<file path="src/rtl/ram_stream_reader_if.sv">
// Valid/ready stream carrying RAM words from ram_stream_reader to its consumer.
interface ram_stream_reader_if #(
  parameter int DATA_WIDTH = 8
);
  logic [DATA_WIDTH-1:0] m_data;
  logic                  m_valid;
  logic                  m_last;
  logic                  m_ready;

  modport master (
    output m_data,
    output m_valid,
    output m_last,
    input  m_ready
  );

  modport slave (
    input  m_data,
    input  m_valid,
    input  m_last,
    output m_ready
  );
endinterface

</file>
<file path="src/rtl/ram_stream_reader.sv">
// Walks a contiguous RAM address range and presents the words as a
// valid/ready stream. A 2-entry buffer absorbs the one-cycle RAM read
// latency and downstream backpressure; reads are only issued when the
// buffer is guaranteed to have room for the returning word.
module ram_stream_reader #(
  parameter int ADDR_WIDTH = 8,
  parameter int DATA_WIDTH = 8
) (
  input  logic                  clk,
  input  logic                  rst,
  input  logic                  start,
  input  logic [ADDR_WIDTH-1:0] base_addr,
  input  logic [ADDR_WIDTH:0]   len,
  output logic                  busy,
  output logic                  done,
  output logic [ADDR_WIDTH-1:0] raddr,
  input  logic [DATA_WIDTH-1:0] rdata,
  ram_stream_reader_if.master   strm
);

  typedef enum logic [1:0] {IDLE, RUN, DRAIN} state_t;

  localparam logic [ADDR_WIDTH:0]   LEN_ZERO = '0;
  localparam logic [ADDR_WIDTH:0]   LEN_ONE  = {{ADDR_WIDTH{1'b0}}, 1'b1};
  localparam logic [ADDR_WIDTH-1:0] ADDR_ONE = {{(ADDR_WIDTH-1){1'b0}}, 1'b1};

  state_t                state;
  state_t                state_nxt;
  logic [ADDR_WIDTH:0]   remaining;

  // Read issued at the previous edge; its word is on rdata this cycle.
  logic                  rd_vld_p1;
  logic                  rd_last_p1;

  // Two-entry buffer, entry 0 is the head presented on the stream.
  logic [1:0]            count;
  logic [DATA_WIDTH-1:0] buf0_data;
  logic [DATA_WIDTH-1:0] buf1_data;
  logic                  buf0_last;
  logic                  buf1_last;

  logic                  cmd_accept;
  logic                  cmd_empty;
  logic                  issue;
  logic                  push;
  logic                  pop;
  logic                  done_nxt;

  assign strm.m_valid = (count != 2'd0);
  assign strm.m_data  = buf0_data;
  assign strm.m_last  = buf0_last;
  assign pop          = strm.m_valid & strm.m_ready;
  assign push         = rd_vld_p1;
  assign busy         = (state != IDLE);

  // State register.
  always_ff @(posedge clk) begin
    if (rst) state <= IDLE;
    else     state <= state_nxt;
  end

  // Next-state: leave RUN once the final read issues, leave DRAIN on the final beat.
  always_comb begin
    state_nxt = state;
    case (state)
      IDLE:    if (cmd_accept) state_nxt = RUN;
      RUN:     if (issue && (remaining == LEN_ONE)) state_nxt = DRAIN;
      DRAIN:   if (done_nxt) state_nxt = IDLE;
      default: state_nxt = IDLE;
    endcase
  end

  // Control decode: reads issue only if occupancy after this edge stays below 2.
  always_comb begin
    cmd_accept = 1'b0;
    cmd_empty  = 1'b0;
    issue      = 1'b0;
    done_nxt   = 1'b0;
    case (state)
      IDLE: begin
        cmd_accept = start && (len != LEN_ZERO);
        cmd_empty  = start && (len == LEN_ZERO);
        done_nxt   = cmd_empty;
      end
      RUN: begin
        issue = (remaining != LEN_ZERO) &&
                (({1'b0, count} + {2'b00, rd_vld_p1}) < (3'd2 + {2'b00, pop}));
      end
      DRAIN: begin
        done_nxt = pop && buf0_last;
      end
      default: ;
    endcase
  end

  // Address walk, word countdown, in-flight read tracking and done pulse.
  always_ff @(posedge clk) begin
    if (rst) begin
      raddr      <= '0;
      remaining  <= '0;
      rd_vld_p1  <= 1'b0;
      rd_last_p1 <= 1'b0;
      done       <= 1'b0;
    end else begin
      done       <= done_nxt;
      rd_vld_p1  <= issue;
      rd_last_p1 <= issue && (remaining == LEN_ONE);
      if (cmd_accept) begin
        raddr     <= base_addr;
        remaining <= len;
      end else if (issue) begin
        raddr     <= raddr + ADDR_ONE;
        remaining <= remaining - LEN_ONE;
      end
    end
  end

  // Buffer: capture returning words, shift the head out on each handshake.
  always_ff @(posedge clk) begin
    if (rst) begin
      count     <= 2'd0;
      buf0_data <= '0;
      buf1_data <= '0;
      buf0_last <= 1'b0;
      buf1_last <= 1'b0;
    end else begin
      assert (!(push && !pop && (count == 2'd2)))
        else $error("ram_stream_reader buffer overflow");
      case ({push, pop})
        2'b10: begin
          if (count == 2'd0) begin
            buf0_data <= rdata;
            buf0_last <= rd_last_p1;
          end else begin
            buf1_data <= rdata;
            buf1_last <= rd_last_p1;
          end
          count <= count + 2'd1;
        end
        2'b01: begin
          buf0_data <= buf1_data;
          buf0_last <= buf1_last;
          count     <= count - 2'd1;
        end
        2'b11: begin
          if (count == 2'd1) begin
            buf0_data <= rdata;
            buf0_last <= rd_last_p1;
          end else begin
            buf0_data <= buf1_data;
            buf0_last <= buf1_last;
            buf1_data <= rdata;
            buf1_last <= rd_last_p1;
          end
        end
        default: ;
      endcase
    end
  end

endmodule

</file>
<file path="src/flat_wrapper.sv">
// flat-port wrapper written by rule: the top's interface ports become plain ports
module ram_stream_reader_flat 
#(
  parameter int ADDR_WIDTH = 8,
  parameter int DATA_WIDTH = 8
)
  (clk, rst, start, base_addr, len, busy, done, raddr, rdata, strm_m_data, strm_m_valid, strm_m_last, strm_m_ready);
  ram_stream_reader_if #(.DATA_WIDTH(DATA_WIDTH)) strm_i ();
  input  logic clk;
  input  logic rst;
  input  logic start;
  input  logic [ADDR_WIDTH-1:0] base_addr;
  input  logic [ADDR_WIDTH:0] len;
  output logic busy;
  output logic done;
  output logic [ADDR_WIDTH-1:0] raddr;
  input  logic [DATA_WIDTH-1:0] rdata;
  output wire logic [$bits(strm_i.m_data)-1:0] strm_m_data;
  output wire logic [$bits(strm_i.m_valid)-1:0] strm_m_valid;
  output wire logic [$bits(strm_i.m_last)-1:0] strm_m_last;
  input wire logic [$bits(strm_i.m_ready)-1:0] strm_m_ready;
  assign strm_m_data = strm_i.m_data;
  assign strm_m_valid = strm_i.m_valid;
  assign strm_m_last = strm_i.m_last;
  assign strm_i.m_ready = strm_m_ready;
  ram_stream_reader #(.ADDR_WIDTH(ADDR_WIDTH), .DATA_WIDTH(DATA_WIDTH)) u_core (.clk(clk), .rst(rst), .start(start), .base_addr(base_addr), .len(len), .busy(busy), .done(done), .raddr(raddr), .rdata(rdata), .strm(strm_i));
endmodule
</file>
<file path="config.mk">
export PLATFORM = sky130hd
export DESIGN_NAME = ram_stream_reader_flat
export DESIGN_NICKNAME = d
export VERILOG_FILES = /design/src/rtl/ram_stream_reader_if.sv /design/src/rtl/ram_stream_reader.sv /design/src/flat_wrapper.sv
export SDC_FILE = /design/constraint.sdc
export NUM_CORES = 1
export LEC_CHECK = 0
export BUFFER_PORTS_ARGS = -buffer_cell sky130_fd_sc_hd__buf_2
export CELL_PAD_IN_SITES_DETAIL_PLACEMENT = 0
export CELL_PAD_IN_SITES_GLOBAL_PLACEMENT = 1
export CORE_MARGIN = 2
export CORE_UTILIZATION = 40
export DETAILED_ROUTE_END_ITERATION = 12
export PLACE_DENSITY = 0.9
export SYNTH_ARGS = -nofsm -noshare
export SYNTH_HDL_FRONTEND = slang
export SYNTH_SLANG_ARGS = --single-unit
</file>
<file path="constraint.sdc">
create_clock -name clk -period 2.7 [get_ports clk]
set_input_delay 0.27 -clock clk [delete_from_list [all_inputs] [get_ports clk]]
set_output_delay 0.27 -clock clk [all_outputs]
set_load 0.03 [all_outputs]
</file>
# Word level (Yosys, flattened, before mapping)

Cells that the tools add are included.

Flip-flop bits (word level): 42
Bits of input ports: 29
Output and inout port bits: 20
Logic and storage cells: 75

Add/subtract/negate cells: 6
Order comparisons: 1
Equal/unequal tests: 13
Mux-type cells: 24
Bitwise logic cells: 1
Reductions and logical operators: 19

Operators by type and width:

| cell                                                                   | number |
|---|---|
| 8-bit two-way mux                                                      | 6 |
| 8-bit one-hot mux with 3 select lines                                  | 1 |
| 9-bit two-way mux                                                      | 2 |
| 9-bit nonzero test                                                     | 2 |
| 8-bit one-hot mux with 2 select lines                                  | 1 |
| 2-bit nonzero test                                                     | 5 |
| 9-bit by 1-bit equality test with 1-bit output (second input constant) | 1 |
| 9-bit zero test                                                        | 1 |
| 9-bit by 1-bit subtractor with 9-bit output (second input constant)    | 1 |
| 8-bit by 1-bit adder with 8-bit output (second input constant)         | 1 |
| 2-bit by 1-bit != test with 1-bit output (second input constant)       | 4 |
| 2-bit by 1-bit equality test with 1-bit output (second input constant) | 3 |
| 2-bit equality test (second input constant)                            | 3 |
| 1-bit two-way mux                                                      | 6 |
| 2-bit two-way mux                                                      | 3 |
| 2-bit one-hot mux with 3 select lines                                  | 1 |
| 3-bit AND reduction                                                    | 2 |
| 1-bit logical AND                                                      | 5 |
| 2-bit zero test                                                        | 2 |
| 2-bit != test (second input constant)                                  | 2 |
| 1-bit one-hot mux with 2 select lines                                  | 2 |
| 2-bit one-hot mux with 2 select lines                                  | 1 |
| 2-bit by 1-bit adder with 3-bit output                                 | 1 |
| 2-bit by 1-bit adder with 3-bit output (first input constant)          | 1 |
| other kinds (7)                                                        | 7 |

# Logic depth before layout (Yosys ltp)

Depth after elaboration: 9
Gate-level depth with buffers: 10
Gate-level depth less buffers: 9

# Least setup slack after synthesis

No wires, ideal clock.

Kind: reg2reg
Start: register u_core.count[0]
End: register u_core.remaining[5]
Arrival time: 2.106 ns
Required time: 2.572 ns
Path slack: 0.467 ns
Stages on the path, launching flop included: 9
Buffers on the path: 1
Cell sequence: dfxtp_1 -> inv_1 -> ha_1 -> or3b_4 -> a2111oi_4 -> a21oi_1 -> buf_2 -> a222oi_1 -> nor2_1

Cells in the longest elaborated chain, start to end: 7
Elaborated cells between the ends (all ways): 8
Those cells by class: 2 x add/sub; 1 x order compare; 1 x mux; 1 x bitwise; 3 x reduce/logical

Ends and longest elaborated chain:

| element                                | RTL line                 | source |
|---|---|---|
| start, declared                        | ram_stream_reader.sv:36  | `logic [1:0] count;` |
| start signal, assigned                 | ram_stream_reader.sv:138 | `count <= count + 2'd1;` |
| start signal, assigned                 | ram_stream_reader.sv:143 | `count <= count - 2'd1;` |
| 2-bit nonzero test                     | ram_stream_reader.sv:49  | `assign strm.m_valid = (count != 2'd0);` |
| 1-bit AND                              | ram_stream_reader.sv:52  | `assign pop = strm.m_valid & strm.m_ready;` |
| 2-bit by 1-bit adder with 3-bit output | ram_stream_reader.sv:87  | `(({1'b0, count} + {2'b00, rd_vld_p1}) < (3'd2 + {2'b00, pop}));` |
| 3-bit less-than comparator *           | ram_stream_reader.sv:87  |  |
| 1-bit logical AND *                    | ram_stream_reader.sv:86  | `issue = (remaining != LEN_ZERO) &&` |
| 1-bit two-way mux *                    | ram_stream_reader.sv:79  | `case (state)` |
| 2-bit nonzero test (no line) *         | n/a                      |  |
| end signal, assigned                   | ram_stream_reader.sv:110 | `remaining <= len;` |
| end signal, assigned                   | ram_stream_reader.sv:113 | `remaining <= remaining - LEN_ONE;` |
| end, declared                          | ram_stream_reader.sv:29  | `logic [ADDR_WIDTH:0] remaining;` |

Mark *: on every way between the ends. The rest lies on a longest branch, timed or not.
A chain may end at the register's enable or synchronous reset.

# Worst setup path after layout

Start: register u_core.count[0]
End: register u_core.raddr[4]

Cells in the longest elaborated chain, start to end: 7
Elaborated cells between the ends (all ways): 8
Those cells by class: 2 x add/sub; 1 x order compare; 1 x mux; 1 x bitwise; 3 x reduce/logical

Ends and longest elaborated chain:

| element                                | RTL line                 | source |
|---|---|---|
| 2-bit nonzero test                     | ram_stream_reader.sv:49  |  |
| 1-bit AND                              | ram_stream_reader.sv:52  |  |
| 2-bit by 1-bit adder with 3-bit output | ram_stream_reader.sv:87  |  |
| 3-bit less-than comparator *           | ram_stream_reader.sv:87  |  |
| 1-bit logical AND *                    | ram_stream_reader.sv:86  |  |
| 1-bit two-way mux *                    | ram_stream_reader.sv:79  |  |
| 2-bit nonzero test (no line) *         | n/a                      |  |
| end signal, assigned                   | ram_stream_reader.sv:109 | `raddr <= base_addr;` |
| end signal, assigned                   | ram_stream_reader.sv:112 | `raddr <= raddr + ADDR_ONE;` |
| end, declared                          | ram_stream_reader.sv:16  | `output logic [ADDR_WIDTH-1:0] raddr,` |

Marks and branches as above.

==> results.txt <==
Critical path, cell by cell -> inv_1 -> ha_1 -> or3b_4 -> a2111oi_4 -> and2_2 -> buf_4 -> a32oi_1 -> o22ai_1
Antenna violations before repair -> 0
Detailed Route Iter0 Violations -> 129
Dominant synthesized flop cell -> sky130_fd_sc_hd__dfxtp_1
CP max FO -> 12
Count of antenna diodes in the layout -> 0
Post-layout util -> 0.500
Std-Cell Core Area -> 5140 sq um
Post-Place Cell Area -> 2460 sq um
Clock skew -> 0.00550 ns
Worst setup path end -> u_core.raddr[4]$_SDFFE_PP0P_
Sequential Area -> 841 sq um
Critical setup path kind -> register to register
Via density per instance -> 5.33
Number of instances in the synthesized netlist -> 247
# port buffers -> 48
Number of nets at the end of the flow -> 336
Register-to-register setup slack -> 0.23 ns
Clock sink total -> 42
Count of cells resized by post-cts repair -> 0
Num rows -> 26
Required time worst endpoint -> 2.92 ns
Launch instance of the worst min-delay path -> base_addr[0]
Wire length of the first global-routing pass -> 8600 um
Number of buffers inserted by hold repair at cts -> 0
Hold Path Class -> input port to register
PD cells -> 893 nW/um^2
Mean cell area of the mapped netlist -> 8.72 sq um
Clock period minus worst slack -> 2.47 ns
Fin crit share -> 0.913
Chip width -> 77.4 um
Area taken by multi-input logic gates -> 1200 sq um
Number of hold violations in the final report -> 0
Clock root buffer master -> sky130_fd_sc_hd__clkbuf_8
GRT overflow -> 0
Number of maximum-capacitance constraint violations -> 0
Static Leak -> 1.14 nW
PnR Total Power -> 0.00230 W
Total GRT Usage -> 0.178
Netlist cell types -> 44
Outcome -> complete, no violations
Post-detailed-route count of antenna-violating nets -> 0
Sequential element share of the synthesized area -> 0.390
Reg2reg end -> u_core.raddr[4]$_SDFFE_PP0P_
Setup repair after global routing missed its margin -> no
Number of warnings printed during yosys synthesis -> 0
Filler cells -> 555
Setup violators final -> 0
Starting density of the core -> 0.419
Cell Area, Synth -> 2150 sq um
Worst slew slack as a fraction of its limit -> 0.433
Routability congestion estimate -> 0.770
Maximum buffer depth of the clock tree -> 2
First-pass iteration count of the detailed router -> 4
VDD IR-drop max -> 0.338 mV
Startpoint of the most critical register-to-register path -> u_core.count[0]$_SDFFE_PP0P_
Maximum number of pins on one net before global-route repair -> 51
CTS tree -> yes
Clk_lat worst skew -> 0.29 ns
Net count after synthesis -> 287
Post-synth EDFFs -> 0
Crit path from -> u_core.count[0]$_SDFFE_PP0P_
Setup crit start kind -> register
Cell area after layout -> 2570 sq um
Summed negative setup slack over all endpoints -> 0 ns
Data arrival at the endpoint of the critical path -> 2.68 ns
Post-synthesis async set-or-reset flop share -> 0
Vias in the first global route -> 1876
DRC violations left -> 0
I/O pin cnt -> 49
Setup Fix Bufs, Post-CTS -> 0
Area growth from synthesis to final layout -> 19.4%
H-tree level count -> 2
WL final -> 4810 um
Die area -> 5990 sq um
Count of state elements after synthesis -> 42
Clock slew at reported path FFs -> 0.08 ns
Fmax -> 0.405 GHz
Total via count after detailed routing -> 1950
Critical path endpoint category -> register
Register-to-Register Path Depth -> 8
Average routed wire per standard cell -> 13.1 um
Critical-path top delay cell -> sky130_fd_sc_hd__a2111oi_4
Half-perimeter wire length of the detailed placement result -> 3510 um
Share of final-layout standard cells stronger than drive strength 1 -> 0.226
Number of max-slew violations in the final report -> 0
Delay of the slowest critical-path stage -> 0.46 ns
Die Span Y -> 77.4 um
Number of clock buffers inserted by TritonCTS -> 5
Tightest Pin Transition -> 0.850 ns
[state kept, by name (all words and copies together), names as in the netlist]
register	cells
u_core.state	2
u_core.count	2
u_core.strm.m_last	1
u_core.raddr	8
u_core.push	1
u_core.remaining	9
u_core.rd_last_p1	1
u_core.done	1
u_core.strm.m_data	8
u_core.buf1_data	8
u_core.buf1_last	1
[critical path, delay by kind of cell, from the launching register on]
kind                     cells  cell delay, ns
AO/OA/AOI/OAI                3            0.71
adder cells (fa/ha/maj)      1            0.23
buffers and inverters        2            0.27
flip-flops                   1            0.40
AND/OR/NAND/NOR              2            0.78
[logic make-up after synthesis]
kind of cell,share of synthesized area
buffers and inverters,0.0529
multiplexers,0.0465
flip-flops,0.390
adder cells (fa/ha/maj),0.0639
XOR/XNOR,0.0203
AO/OA/AOI/OAI,0.228
AND/OR/NAND/NOR,0.198
[routing by layer]
metal | GRT usage | share of wire | vias up
met4 | 0.0571 | 0.0071 | 0
met5 | 0 | 0 | -
li1 | - | - | 999
met3 | 0.0465 | 0.051 | 4
met2 | 0.277 | 0.47 | 45
met1 | 0.240 | 0.48 | 902
[final cells by class]
cell class,instances,area share
Clock buffer,6,0.0321
Clock inverter,1,0.0117
Inverter,14,0.0204
Multi-Input combinational cell,180,0.467
Sequential cell,42,0.327
Tap cell,70,0.0341
Timing Repair Buffer,53,0.108
[layout by cell type, fill, tap and decap left out, types with 11 or more instances in the layout]
| cell | instances |
|---|---|
| sky130_fd_sc_hd__nand2_1 | 17 |
| sky130_fd_sc_hd__inv_1 | 14 |
| sky130_fd_sc_hd__ha_1 | 11 |
| sky130_fd_sc_hd__a211oi_1 | 11 |
| sky130_fd_sc_hd__buf_2 | 48 |
| sky130_fd_sc_hd__a21oi_1 | 15 |
| sky130_fd_sc_hd__a22oi_1 | 13 |
| sky130_fd_sc_hd__dfxtp_1 | 42 |
| sky130_fd_sc_hd__nor2_1 | 32 |
[synth_stat cells, drive strengths merged (2+ instances only)]
master | number | area share
dfxtp | 42 | 0.39
buf | 5 | 0.018
o21ai | 2 | 0.0046
nor2 | 32 | 0.056
nand2b | 7 | 0.020
o31a | 4 | 0.016
a211oi | 11 | 0.038
nor3 | 5 | 0.012
o211ai | 3 | 0.010
clkbuf | 6 | 0.010
a22oi | 13 | 0.045
a32oi | 2 | 0.0081
or3b | 2 | 0.0093
nand4b | 2 | 0.0081
nand3 | 10 | 0.023
a222oi | 3 | 0.014
mux2i | 10 | 0.046
or3 | 2 | 0.0058
a21oi | 15 | 0.035
nor4 | 2 | 0.0058
o22ai | 6 | 0.017
ha | 11 | 0.064
xor2 | 4 | 0.016
and3 | 3 | 0.0087
nand2 | 17 | 0.030
a31oi | 2 | 0.0087
inv | 14 | 0.024
[per-stage QoR]
step	setup WS [ns]	hold slack, ns	instances
2_1_floorplan	0.467	0.406	247
3_5_place_dp	0.103	0.484	359
5_1_grt	0.0728	0.232	366
4_1_cts	0.0955	0.197	366
6_report	0.234	0.211	366
3_3_place_gp	0.181	0.469	359
[worst min-delay path by stage]
stage | endpoint | slack, ns | cells after the start
2_1_floorplan | u_core.raddr[0]$_SDFFE_PP0P_ | 0.41 | 2
3_3_place_gp | u_core.done$_SDFF_PP0_ | 0.47 | 1
3_5_place_dp | u_core.done$_SDFF_PP0_ | 0.48 | 1
4_1_cts | u_core.raddr[0]$_SDFFE_PP0P_ | 0.20 | 3
5_1_grt | u_core.raddr[0]$_SDFFE_PP0P_ | 0.23 | 3
6_report | u_core.raddr[0]$_SDFFE_PP0P_ | 0.21 | 3
[power by group]
part	total (W)	leakage (nW)	internal [W]	switching, W
Combinational	0.000961	0.735	0.000363	0.000598
Sequential	0.000835	0.344	0.000742	0.0000932
Clock	0.000499	0.0573	0.000296	0.000204
(Power assumes the default switching activity.)
